**src/rtl/dcache_pkg.sv**
```systemverilog
// Shared types and default geometry for the data-cache write-side logic.
package dcache_pkg;

  localparam int DCACHE_ADDR_WIDTH = 9;
  localparam int DCACHE_DATA_WIDTH = 32;
  localparam int DCACHE_LINE_WORDS = 8;
  localparam int DCACHE_BE_WIDTH   = DCACHE_DATA_WIDTH / 8;

  typedef enum logic {
    ST_IDLE,
    ST_FILL
  } fill_state_e;

  // One SRAM write-port cycle.
  typedef struct packed {
    logic                         en;
    logic [DCACHE_ADDR_WIDTH-1:0] addr;
    logic [DCACHE_DATA_WIDTH-1:0] data;
    logic [DCACHE_BE_WIDTH-1:0]   be;
  } wr_port_t;

endpackage

```
**src/rtl/dcache_fill_writer_if.sv**
```systemverilog
// Request, store and SRAM write-port signals of the fill writer.
// master = requester side (refill path / LSU / SRAM observer), slave = writer.
interface dcache_fill_writer_if
  import dcache_pkg::*;
#(
  parameter int ADDR_WIDTH = DCACHE_ADDR_WIDTH,
  parameter int DATA_WIDTH = DCACHE_DATA_WIDTH,
  parameter int LINE_WORDS = DCACHE_LINE_WORDS
);
  localparam int BE_WIDTH = DATA_WIDTH / 8;
  localparam int LW_BITS  = $clog2(LINE_WORDS);

  logic                         fill_req_valid;
  logic                         fill_req_ready;
  logic [ADDR_WIDTH-LW_BITS-1:0] fill_req_index;
  logic                         fill_beat_valid;
  logic                         fill_beat_ready;
  logic [DATA_WIDTH-1:0]        fill_beat_data;
  logic                         st_valid;
  logic                         st_ready;
  logic [ADDR_WIDTH-1:0]        st_addr;
  logic [DATA_WIDTH-1:0]        st_data;
  logic [BE_WIDTH-1:0]          st_be;
  logic                         sram_wr_en;
  logic [ADDR_WIDTH-1:0]        sram_wr_addr;
  logic [DATA_WIDTH-1:0]        sram_wr_data;
  logic [BE_WIDTH-1:0]          sram_wr_byte_en;
  logic                         fill_done;
  logic                         fill_err;
  logic                         busy;

  modport master (
    output fill_req_valid, fill_req_index, fill_beat_valid, fill_beat_data,
           st_valid, st_addr, st_data, st_be,
    input  fill_req_ready, fill_beat_ready, st_ready,
           sram_wr_en, sram_wr_addr, sram_wr_data, sram_wr_byte_en,
           fill_done, fill_err, busy
  );

  modport slave (
    input  fill_req_valid, fill_req_index, fill_beat_valid, fill_beat_data,
           st_valid, st_addr, st_data, st_be,
    output fill_req_ready, fill_beat_ready, st_ready,
           sram_wr_en, sram_wr_addr, sram_wr_data, sram_wr_byte_en,
           fill_done, fill_err, busy
  );

endinterface

```
**src/rtl/dcache_wr_port_reg.sv**
```systemverilog
// Registered SRAM write-port stage: selects the fill or store write and
// presents it one cycle after acceptance. Address/data/byte-enables hold
// their last values while no write is issued.
module dcache_wr_port_reg
  import dcache_pkg::*;
#(
  parameter int ADDR_WIDTH = DCACHE_ADDR_WIDTH,
  parameter int DATA_WIDTH = DCACHE_DATA_WIDTH,
  parameter int BE_WIDTH   = DCACHE_BE_WIDTH
) (
  input  logic                  wr_clk,
  input  logic                  tb_wr_rst,
  input  logic                  fill_fire,
  input  logic [ADDR_WIDTH-1:0] fill_addr,
  input  logic [DATA_WIDTH-1:0] fill_data,
  input  logic                  st_fire,
  input  logic [ADDR_WIDTH-1:0] st_addr,
  input  logic [DATA_WIDTH-1:0] st_data,
  input  logic [BE_WIDTH-1:0]   st_be,
  output logic                  wr_en,
  output logic [ADDR_WIDTH-1:0] wr_addr,
  output logic [DATA_WIDTH-1:0] wr_data,
  output logic [BE_WIDTH-1:0]   wr_be
);

  logic                  wr_en_p1;
  logic [ADDR_WIDTH-1:0] wr_addr_p1;
  logic [DATA_WIDTH-1:0] wr_data_p1;
  logic [BE_WIDTH-1:0]   wr_be_p1;

  // Stage p1: capture the accepted item; fill wins if both ever coincide.
  always_ff @(posedge wr_clk or posedge tb_wr_rst) begin
    if (tb_wr_rst) begin
      wr_en_p1   <= 1'b0;
      wr_addr_p1 <= '0;
      wr_data_p1 <= '0;
      wr_be_p1   <= '0;
    end else begin
      wr_en_p1 <= fill_fire | st_fire;
      if (fill_fire) begin
        wr_addr_p1 <= fill_addr;
        wr_data_p1 <= fill_data;
        wr_be_p1   <= '1;
      end else if (st_fire) begin
        wr_addr_p1 <= st_addr;
        wr_data_p1 <= st_data;
        wr_be_p1   <= st_be;
      end
    end
  end

  assign wr_en   = wr_en_p1;
  assign wr_addr = wr_addr_p1;
  assign wr_data = wr_data_p1;
  assign wr_be   = wr_be_p1;

endmodule

```
**src/rtl/dcache_fill_writer.sv**
```systemverilog
// Write-side engine for the data-cache SRAM: turns line-fill bursts and
// LSU store merges into registered write-port cycles, aborting a fill when
// the bus goes quiet for TIMEOUT cycles.
module dcache_fill_writer
  import dcache_pkg::*;
#(
  parameter int ADDR_WIDTH = DCACHE_ADDR_WIDTH,
  parameter int DATA_WIDTH = DCACHE_DATA_WIDTH,
  parameter int BE_WIDTH   = DATA_WIDTH / 8,
  parameter int LINE_WORDS = DCACHE_LINE_WORDS,
  parameter int TIMEOUT    = 64
) (
  input logic                 wr_clk,
  input logic                 tb_wr_rst,
  dcache_fill_writer_if.slave bus
);

  localparam int LW_BITS = $clog2(LINE_WORDS);
  localparam int IDX_W   = ADDR_WIDTH - LW_BITS;
  // Wide enough to hold TIMEOUT-1.
  localparam int TO_W    = $clog2(TIMEOUT);

  fill_state_e        state, state_nx;
  logic [IDX_W-1:0]   line_idx;
  logic [LW_BITS-1:0] beat_cnt;
  logic [TO_W-1:0]    idle_cnt;
  logic               fill_done_p1;
  logic               fill_err_p1;

  logic               req_ready_c;
  logic               beat_ready_c;
  logic               st_ready_c;
  logic               req_fire;
  logic               beat_fire;
  logic               st_fire;
  logic               last_beat;
  logic               timeout;

  // State register.
  always_ff @(posedge wr_clk or posedge tb_wr_rst) begin
    if (tb_wr_rst) state <= ST_IDLE;
    else           state <= state_nx;
  end

  // Next state, handshakes and completion decisions; readies are held low in reset.
  always_comb begin
    state_nx     = state;
    req_ready_c  = 1'b0;
    beat_ready_c = 1'b0;
    st_ready_c   = 1'b0;
    req_fire     = 1'b0;
    beat_fire    = 1'b0;
    st_fire      = 1'b0;
    last_beat    = 1'b0;
    timeout      = 1'b0;
    unique case (state)
      ST_IDLE: begin
        req_ready_c = !tb_wr_rst;
        st_ready_c  = !tb_wr_rst && !bus.fill_req_valid;
        req_fire    = req_ready_c && bus.fill_req_valid;
        st_fire     = st_ready_c && bus.st_valid;
        if (req_fire) state_nx = ST_FILL;
      end
      ST_FILL: begin
        beat_ready_c = !tb_wr_rst;
        beat_fire    = beat_ready_c && bus.fill_beat_valid;
        if (beat_fire) begin
          if (beat_cnt == LW_BITS'(LINE_WORDS - 1)) begin
            last_beat = 1'b1;
            state_nx  = ST_IDLE;
          end
        end else if (idle_cnt == TO_W'(TIMEOUT - 1)) begin
          timeout  = 1'b1;
          state_nx = ST_IDLE;
        end
      end
      default: state_nx = ST_IDLE;
    endcase
  end

  // Line index, beat and idle counters.
  always_ff @(posedge wr_clk or posedge tb_wr_rst) begin
    if (tb_wr_rst) begin
      line_idx <= '0;
      beat_cnt <= '0;
      idle_cnt <= '0;
    end else if (req_fire) begin
      line_idx <= bus.fill_req_index;
      beat_cnt <= '0;
      idle_cnt <= '0;
    end else if (beat_fire) begin
      beat_cnt <= beat_cnt + LW_BITS'(1);
      idle_cnt <= '0;
    end else if (timeout) begin
      idle_cnt <= '0;
    end else if (state == ST_FILL) begin
      idle_cnt <= idle_cnt + TO_W'(1);
    end
  end

  // Stage p1: completion pulses aligned with the write port.
  always_ff @(posedge wr_clk or posedge tb_wr_rst) begin
    if (tb_wr_rst) begin
      fill_done_p1 <= 1'b0;
      fill_err_p1  <= 1'b0;
    end else begin
      fill_done_p1 <= last_beat;
      fill_err_p1  <= timeout;
    end
  end

  dcache_wr_port_reg #(
    .ADDR_WIDTH (ADDR_WIDTH),
    .DATA_WIDTH (DATA_WIDTH),
    .BE_WIDTH   (BE_WIDTH)
  ) u_wr_port (
    .wr_clk    (wr_clk),
    .tb_wr_rst (tb_wr_rst),
    .fill_fire (beat_fire),
    .fill_addr ({line_idx, beat_cnt}),
    .fill_data (bus.fill_beat_data),
    .st_fire   (st_fire),
    .st_addr   (bus.st_addr),
    .st_data   (bus.st_data),
    .st_be     (bus.st_be),
    .wr_en     (bus.sram_wr_en),
    .wr_addr   (bus.sram_wr_addr),
    .wr_data   (bus.sram_wr_data),
    .wr_be     (bus.sram_wr_byte_en)
  );

  assign bus.fill_req_ready  = req_ready_c;
  assign bus.fill_beat_ready = beat_ready_c;
  assign bus.st_ready        = st_ready_c;
  assign bus.fill_done       = fill_done_p1;
  assign bus.fill_err        = fill_err_p1;
  assign bus.busy            = (state == ST_FILL);

endmodule

```
**src/flat_wrapper.sv**
```systemverilog
// flat-port wrapper written by rule: the top's interface ports become plain ports
module dcache_fill_writer_flat import dcache_pkg::*;
#(
  parameter int ADDR_WIDTH = DCACHE_ADDR_WIDTH,
  parameter int DATA_WIDTH = DCACHE_DATA_WIDTH,
  parameter int BE_WIDTH   = DATA_WIDTH / 8,
  parameter int LINE_WORDS = DCACHE_LINE_WORDS,
  parameter int TIMEOUT    = 64
)
  (wr_clk, tb_wr_rst, bus_fill_req_valid, bus_fill_req_index, bus_fill_beat_valid, bus_fill_beat_data, bus_st_valid, bus_st_addr, bus_st_data, bus_st_be, bus_fill_req_ready, bus_fill_beat_ready, bus_st_ready, bus_sram_wr_en, bus_sram_wr_addr, bus_sram_wr_data, bus_sram_wr_byte_en, bus_fill_done, bus_fill_err, bus_busy);
  dcache_fill_writer_if #(.ADDR_WIDTH(ADDR_WIDTH), .DATA_WIDTH(DATA_WIDTH), .LINE_WORDS(LINE_WORDS)) bus_i ();
  input logic wr_clk;
  input logic tb_wr_rst;
  input wire logic [$bits(bus_i.fill_req_valid)-1:0] bus_fill_req_valid;
  input wire logic [$bits(bus_i.fill_req_index)-1:0] bus_fill_req_index;
  input wire logic [$bits(bus_i.fill_beat_valid)-1:0] bus_fill_beat_valid;
  input wire logic [$bits(bus_i.fill_beat_data)-1:0] bus_fill_beat_data;
  input wire logic [$bits(bus_i.st_valid)-1:0] bus_st_valid;
  input wire logic [$bits(bus_i.st_addr)-1:0] bus_st_addr;
  input wire logic [$bits(bus_i.st_data)-1:0] bus_st_data;
  input wire logic [$bits(bus_i.st_be)-1:0] bus_st_be;
  output wire logic [$bits(bus_i.fill_req_ready)-1:0] bus_fill_req_ready;
  output wire logic [$bits(bus_i.fill_beat_ready)-1:0] bus_fill_beat_ready;
  output wire logic [$bits(bus_i.st_ready)-1:0] bus_st_ready;
  output wire logic [$bits(bus_i.sram_wr_en)-1:0] bus_sram_wr_en;
  output wire logic [$bits(bus_i.sram_wr_addr)-1:0] bus_sram_wr_addr;
  output wire logic [$bits(bus_i.sram_wr_data)-1:0] bus_sram_wr_data;
  output wire logic [$bits(bus_i.sram_wr_byte_en)-1:0] bus_sram_wr_byte_en;
  output wire logic [$bits(bus_i.fill_done)-1:0] bus_fill_done;
  output wire logic [$bits(bus_i.fill_err)-1:0] bus_fill_err;
  output wire logic [$bits(bus_i.busy)-1:0] bus_busy;
  assign bus_i.fill_req_valid = bus_fill_req_valid;
  assign bus_i.fill_req_index = bus_fill_req_index;
  assign bus_i.fill_beat_valid = bus_fill_beat_valid;
  assign bus_i.fill_beat_data = bus_fill_beat_data;
  assign bus_i.st_valid = bus_st_valid;
  assign bus_i.st_addr = bus_st_addr;
  assign bus_i.st_data = bus_st_data;
  assign bus_i.st_be = bus_st_be;
  assign bus_fill_req_ready = bus_i.fill_req_ready;
  assign bus_fill_beat_ready = bus_i.fill_beat_ready;
  assign bus_st_ready = bus_i.st_ready;
  assign bus_sram_wr_en = bus_i.sram_wr_en;
  assign bus_sram_wr_addr = bus_i.sram_wr_addr;
  assign bus_sram_wr_data = bus_i.sram_wr_data;
  assign bus_sram_wr_byte_en = bus_i.sram_wr_byte_en;
  assign bus_fill_done = bus_i.fill_done;
  assign bus_fill_err = bus_i.fill_err;
  assign bus_busy = bus_i.busy;
  dcache_fill_writer #(.ADDR_WIDTH(ADDR_WIDTH), .DATA_WIDTH(DATA_WIDTH), .BE_WIDTH(BE_WIDTH), .LINE_WORDS(LINE_WORDS), .TIMEOUT(TIMEOUT)) u_core (.wr_clk(wr_clk), .tb_wr_rst(tb_wr_rst), .bus(bus_i));
endmodule
```
**config.mk**
```make
export PLATFORM = sky130hd
export DESIGN_NAME = dcache_fill_writer_flat
export DESIGN_NICKNAME = d
export VERILOG_FILES = /design/src/rtl/dcache_pkg.sv /design/src/rtl/dcache_fill_writer_if.sv /design/src/rtl/dcache_wr_port_reg.sv /design/src/rtl/dcache_fill_writer.sv /design/src/flat_wrapper.sv
export SDC_FILE = /design/constraint.sdc
export NUM_CORES = 1
export LEC_CHECK = 0
export CAP_MARGIN = 20
export CORE_MARGIN = 2
export CORE_UTILIZATION = 43
export CTS_BUF_LIST = sky130_fd_sc_hd__clkbuf_4
export DETAILED_ROUTE_END_ITERATION = 6
export PLACE_DENSITY = 0.82
export SETUP_SLACK_MARGIN = 0.15
export SYNTH_ARGS = -nofsm -noshare
export SYNTH_HDL_FRONTEND = slang
export SYNTH_SLANG_ARGS = --single-unit
export TNS_END_PERCENT = 100
```
**constraint.sdc**
```tcl
create_clock -name wr_clk -period 2.4 [get_ports wr_clk]
set_clock_uncertainty 0.1 [all_clocks]
set_input_delay 0.24 -clock wr_clk [delete_from_list [all_inputs] [get_ports wr_clk]]
set_output_delay 0.24 -clock wr_clk [all_outputs]
set_load 0.005 [all_outputs]
```
==> metrics.md <==
| Metric | Value |
|---|---|
| Worst-Skew Late Latency | 0.38 ns |
| Flops & latches, synth | 64 |
| Most common cell after layout, fill and taps aside | clkdlybuf4s50_1 |
| First-pass GRT wire length | 12.92 mm |
| Cts bufs inserted | 9 |
| Yosys Warn Count | 0 |
| Pwr Total | 0.004425 W |
| Area of the mapped netlist | 3103 um^2 |
| Vias in the first global route | 2848 |
| Avg Synthesized Cell Area | 9.851 um^2 |
| Status | finished clean |
| Sequential fraction of the synthesis area | 51.61% |
| Setup crit end kind | primary output |
| FF+latch area | 1603 um^2 |
| Ratio of final minimum period to clock period | 85.56% |
| Die width | 88.95 um |
| FMAX | 0.4870 GHz |
| Clock root buffer | clkbuf_4 |
| DIE AREA | 7912 um^2 |
| Core Area | 6907 um^2 |
| Gr usage total | 21.01% |
| Number of synthesized flops with an enable pin | 0 |
| Initial core utilization | 44.93% |
| Async set-reset flop share out of synthesis | 100.0% |
| CP required | 2.06 ns |
| Final WL | 7.949 mm |
| PortBufs | 139 |
| Initial drt markers | 91 |
| Max Buffers Root-to-Sink | 2 |
| Slew Limit Fails | 0 |
| Post-CTS setup buffer count | 0 |
| Area of the multi-input gates | 1344 um^2 |
| Remaining antenna violation count after routing | 0 |
| Clk sinks | 64 |
| Critical path data arrival time | 1.71 ns |
| Final Setup Violations | 0 |
| DP HPWL | 5.645 mm |
| Final Wtd Congestion | 0.7465 |
| RSZ-0062 raised after global routing | no |
| Pwr Density | 943.3 nW/um^2 |
| Crit Path Max Fanout | 13 |
| Number of I/O pins | 140 |
| First-pass DRT Iterations | 4 |
| Via count | 2740 |
| CTS tree | built |
| VDD IR-drop max | 0.5058 mV |
| Leak | 1.985 nW |
| Setup CP Type | flop to primary output |
| Commonest non-fill, non-tap cells in the layout | 139 x clkdlybuf4s50_1, 94 x nand2_1, 63 x dfrtp_1 |
| Fin. Hold Viols | 0 |
| P_int | 0.003124 W |
| Cell count after synthesis | 315 |
| Sw Ratio | 29.39% |
| Largest net degree at the start of global routing | 65 |
| Syn nets | 406 |
| CTS hold repair buffers | 0 |
| Main synth FF type | dfrtp_1 |
| Final min period | 2.053 ns |
| Comb power frac | 40.7% |
| Worst-path clk slew | 0.11 ns |
| Setup TNS | 0 ns |
| GRT overflow | 0 |
| Share of cells above drive strength 1 | 13.44% |
| # DRC | 0 |
| Initial antenna violation count | 0 |
| Htree depth | 3 |
| Max Cap Violations | 0 |
| Switching power | 0.001300 W |
| Net count, final | 540 |
| Clock power frac | 18.3% |
| Slew @ Worst Pin | 0.8010 ns |
| Fillers | 573 |
| Min-Delay Path Class | primary input to flop |
| Vias per inst | 4.982 |
| DR WL/cell | 14.45 um |
| Startpoint Class | flop |
| Cts repair resizes | 0 |
| Seq pwr share | 41.0% |
| Slew headroom | 46.60% |
| Layout area overhead | 51.17% |
| Number of cell rows | 30 |
| Yosys cell types | 31 |
| Die H | 88.95 um |
| N_diodes | 0 |
synth_stat cells (3+ instances only):
cell | n | area [um^2]
nor2_1 | 50 | 187.7
mux2_2 | 7 | 78.83
nand3_1 | 5 | 25.02
o21ai_0 | 6 | 30.03
a31oi_2 | 30 | 375.4
xor2_1 | 4 | 35.03
ha_1 | 3 | 37.54
clkbuf_1 | 3 | 11.26
buf_6 | 6 | 67.56
nand2_1 | 94 | 352.8
and3_1 | 3 | 18.77
a31oi_1 | 11 | 68.82
dfrtp_1 | 64 | 1602
buf_2 | 7 | 35.03
state kept, by name (all words and copies together), names as in the netlist:
name / cells
u_core.u_wr_port.wr_addr: 9
u_core.u_wr_port.wr_en: 1
u_core.idle_cnt: 6
u_core.u_wr_port.wr_data: 32
u_core.bus.fill_done: 1
u_core.bus.fill_err: 1
u_core.line_idx: 6
u_core.bus.busy: 1
u_core.beat_cnt: 3
u_core.u_wr_port.wr_be: 4
critical path: stages (launching register included):
cell and delay, ns:
dfrtp_2 0.53, nor3_4 0.24, clkdlybuf4s50_1 0.56
kinds of logic (layout without fill, tap and decap cells):
family	count (synthesis)	after routing	share of synthesized area [%]
adder cells (fa/ha/maj)	3	3	1.210
flip-flops	64	64	51.61
XOR/XNOR	5	5	1.411
AO/OA/AOI/OAI	52	52	16.61
multiplexers	7	7	2.540
buffers and inverters	22	161	5.242
AND/OR/NAND/NOR	162	162	21.37
power groups by stage:
stage | Clock (W) | Sequential (W) | Combinational [W]
floorplan | 0 | 0.00182 | 0.000780
global placement | 0 | 0.00182 | 0.00177
detailed placement | 0 | 0.00182 | 0.00183
CTS | 0.000830 | 0.00181 | 0.00183
global route | 0.000880 | 0.00187 | 0.00198
finish | 0.000809 | 0.00182 | 0.00180
area by class of cell:
type / instances / share of cell area (%)
multi-input combinational: 229 / 28.65
clock buffer: 11 / 1.760
sequential: 64 / 34.17
tap: 96 / 2.561
inverter: 2 / 0.2401
clock inverter: 5 / 1.520
timing repair buffer: 143 / 31.10
final timing paths:
check | startpoint | end | slack (ns) | cells past startpoint
worst max-delay path | u_core.bus.busy | bus_st_ready | 0.35 | 2
worst min-delay path | bus_st_be[3] | u_core.u_wr_port.wr_be[3] | 0.30 | 3
worst max register to register | u_core.bus.busy | u_core.u_wr_port.wr_addr[7] | 0.60 | 4
worst min register to register | u_core.u_wr_port.wr_be[3] | u_core.u_wr_port.wr_be[3] | 0.40 | 2
max in group asynchronous | tb_wr_rst | u_core.bus.busy | 1.09 | 3
min in group asynchronous | tb_wr_rst | u_core.beat_cnt[2] | 0.57 | 3
metrics by stage:
step	std cells	utilization, %	instance area, um^2	setup WS [ns]	hold slack (ns)
after global routing	550	67.92	4691	0.2403	0.2890
after floorplan	315	-	3107	0.5132	0.2708
after global placement	534	65.67	4536	0.3608	0.3776
after CTS	550	67.90	4690	0.1739	0.2784
final	550	67.92	4691	0.3466	0.2986
after detailed placement	534	65.67	4536	0.2484	0.3793
metal layers:
layer	vias up	wire (um)	GRT usage (%)
met5	-	0	0
met4	0	126	7.056
met3	12	527	5.633
met2	87	4054	36.09
met1	1315	3240	25.76
li1	1326	-	-
Note: power is estimated with default switching activity, not from simulation.
==> patch: new RTL, same settings <==
Reset style: synchronous (`tb_wr_rst`), changed in 4 clocked blocks.
--- a/src/rtl/dcache_wr_port_reg.sv
+++ b/src/rtl/dcache_wr_port_reg.sv
@@ -30,5 +30,5 @@
 
   // Stage p1: capture the accepted item; fill wins if both ever coincide.
-  always_ff @(posedge wr_clk or posedge tb_wr_rst) begin
+  always_ff @(posedge wr_clk) begin
     if (tb_wr_rst) begin
       wr_en_p1   <= 1'b0;
--- a/src/rtl/dcache_fill_writer.sv
+++ b/src/rtl/dcache_fill_writer.sv
@@ -38,5 +38,5 @@
 
   // State register.
-  always_ff @(posedge wr_clk or posedge tb_wr_rst) begin
+  always_ff @(posedge wr_clk) begin
     if (tb_wr_rst) state <= ST_IDLE;
     else           state <= state_nx;
@@ -80,5 +80,5 @@
 
   // Line index, beat and idle counters.
-  always_ff @(posedge wr_clk or posedge tb_wr_rst) begin
+  always_ff @(posedge wr_clk) begin
     if (tb_wr_rst) begin
       line_idx <= '0;
@@ -100,5 +100,5 @@
 
   // Stage p1: completion pulses aligned with the write port.
-  always_ff @(posedge wr_clk or posedge tb_wr_rst) begin
+  always_ff @(posedge wr_clk) begin
     if (tb_wr_rst) begin
       fill_done_p1 <= 1'b0;
Function: differs if tb_wr_rst is asserted again (counterexample within 4 cycles, from zero or initial values and one cycle with tb_wr_rst high); with tb_wr_rst held inactive, the same outputs for 10 cycles.
==> patch against the unedited design <==
Sequential share of layout area shrank 4.0 points. Critical path depth increased by 1. Via count shrank 7.6%. Wire length fell by 8.0%. Fmax down 3.7%. Sequential cell count unchanged. Synthesized area fell by 13%. Cell area down 9.4%. Setup slack worse by 79 ps. Critical path type unchanged. Largest cell class is now non-clock buffers. Highest routed layer unchanged.
Power is not compared: it rests on default switching activity, and its combinational part moved more than twofold at a synthesized area within 25%.
==> patch: results (changes against the unedited design) <==
| Step | Parameter | Reported | Change |
| --- | --- | --- | --- |
| finish | Fraction of final layout cells with drive strength greater than 1 | 0.06912 | -0.06524 |
| logic synthesis | Avg Cell Area, Syn | 9.349 sq um | -5.1% |
| global routing | Wire length of the first global-routing pass | 11980 microns | -7.3% |
| power | Post-route total power | 2.314 mW |  |
| outcome | Outcome | complete, no violations |  |
| logic synthesis | Most frequent cells after synthesis | 64 x dfxtp_1, 55 x nand2_1, 43 x mux2i_1 |  |
| global routing | Met2 GRT Util | 0.3578 | -0.003151 |
| timing | Worst slew pin tran | 438.2 ps | -362.8 ps |
| placement | Post-DP HPWL | 5438 microns | -3.7% |
| routing | Avg Vias per Cell | 4.976 | -0.11% |
| logic synthesis | Share of synthesized area spent on multiplexers | 0.1587 | +0.1333 |
| critical path | Critical R2R Capture | u_core.idle_cnt[5] |  |
| routing | Drt initial violations | 78 | -14% |
| routing | Post-route met1 wirelength | 3198 microns | -1.3% |
| critical path | Slowest stage delay, CP | 500 ps | -60 ps |
| logic synthesis | Fraction of registers with async set or reset after synthesis | 0 | -1.000 |
| critical path | Crit path launch | u_core.bus.busy |  |
| placement | Last weighted congestion value of the routability-driven placer | 0.8246 | +10% |
| finish | Area of the multi-input gates | 1256 sq um | -6.5% |
| critical path | Setup slack, reg-to-reg | 890 ps | +290 ps |
| global routing | Tot GR Track Use | 0.2091 | -0.001048 |
| placement | Number of placed cells counting well taps | 493 | -7.7% |
| routing | Total number of vias | 2533 | -7.6% |
| placement | Post-placement setup slack | 318.2 ps | +69.78 ps |
| routing | Met2 layer wire length in the routed design | 3495 microns | -14% |
| routing | Amount of wire on met3 after detailed routing | 495 microns | -6.1% |
| global routing | Global-route track usage on met3 | 0.05268 | -0.003641 |
| logic synthesis | Sequential share of the synthesized area | 0.4725 | -0.04359 |
| global routing | Met1 track demand over resource | 0.2514 | -0.006213 |
| logic synthesis | Xor-xnor portion of the synthesized cell area | 0.009691 | -0.004422 |
| placement | Total cell area at the placement stage | 4118 sq um | -9.2% |
| logic synthesis | Synth Area in Compound Gates | 0.1361 | -0.03000 |
| timing | Part of the cycle the worst path needs | 0.8887 | +0.03311 |
| logic synthesis | Syn nets | 381 | -6.2% |
| routing | Routed length per instance | 14.37 microns | -0.59% |
| logic synthesis | Share of synthesized cell area in full adder, half adder and majority cells | 0.01384 | +0.001747 |
-- patch: cell count changes after synthesis, sizes merged, moves of 4 or more --
cell	change
dfxtp	+64
a31oi	-41
mux2i	+43
nor2	-43
nand2b	+4
a21oi	+15
dfrtp	-64
mux2	-7
nand2	-41
o21ai	+43
-- patch: layout make-up --
type / count / share of cell area
Sequential cell: 64 / 0.3018
Clock buffer: 11 / 0.01943
Tap cell: 75 / 0.02208
Timing Repair Buffer: 148 / 0.3463
Clock inverter: 5 / 0.01119
Inverter: 4 / 0.003534
Multi-Input combinational cell: 202 / 0.2956
-- patch: worst min-delay path: cells and delay by family --
family	cells	cell delay (ps)
buffers and inverters	1	390
AOI/OAI and AO/OA	1	50
and+or+nand+nor	1	50
-- patch: what timing repair did --
item                       4_1_cts  5_1_grt
buffers inserted                 0        0
setup endpoints to repair        0        1
resized for setup                0        1
hold buffers                     0        0
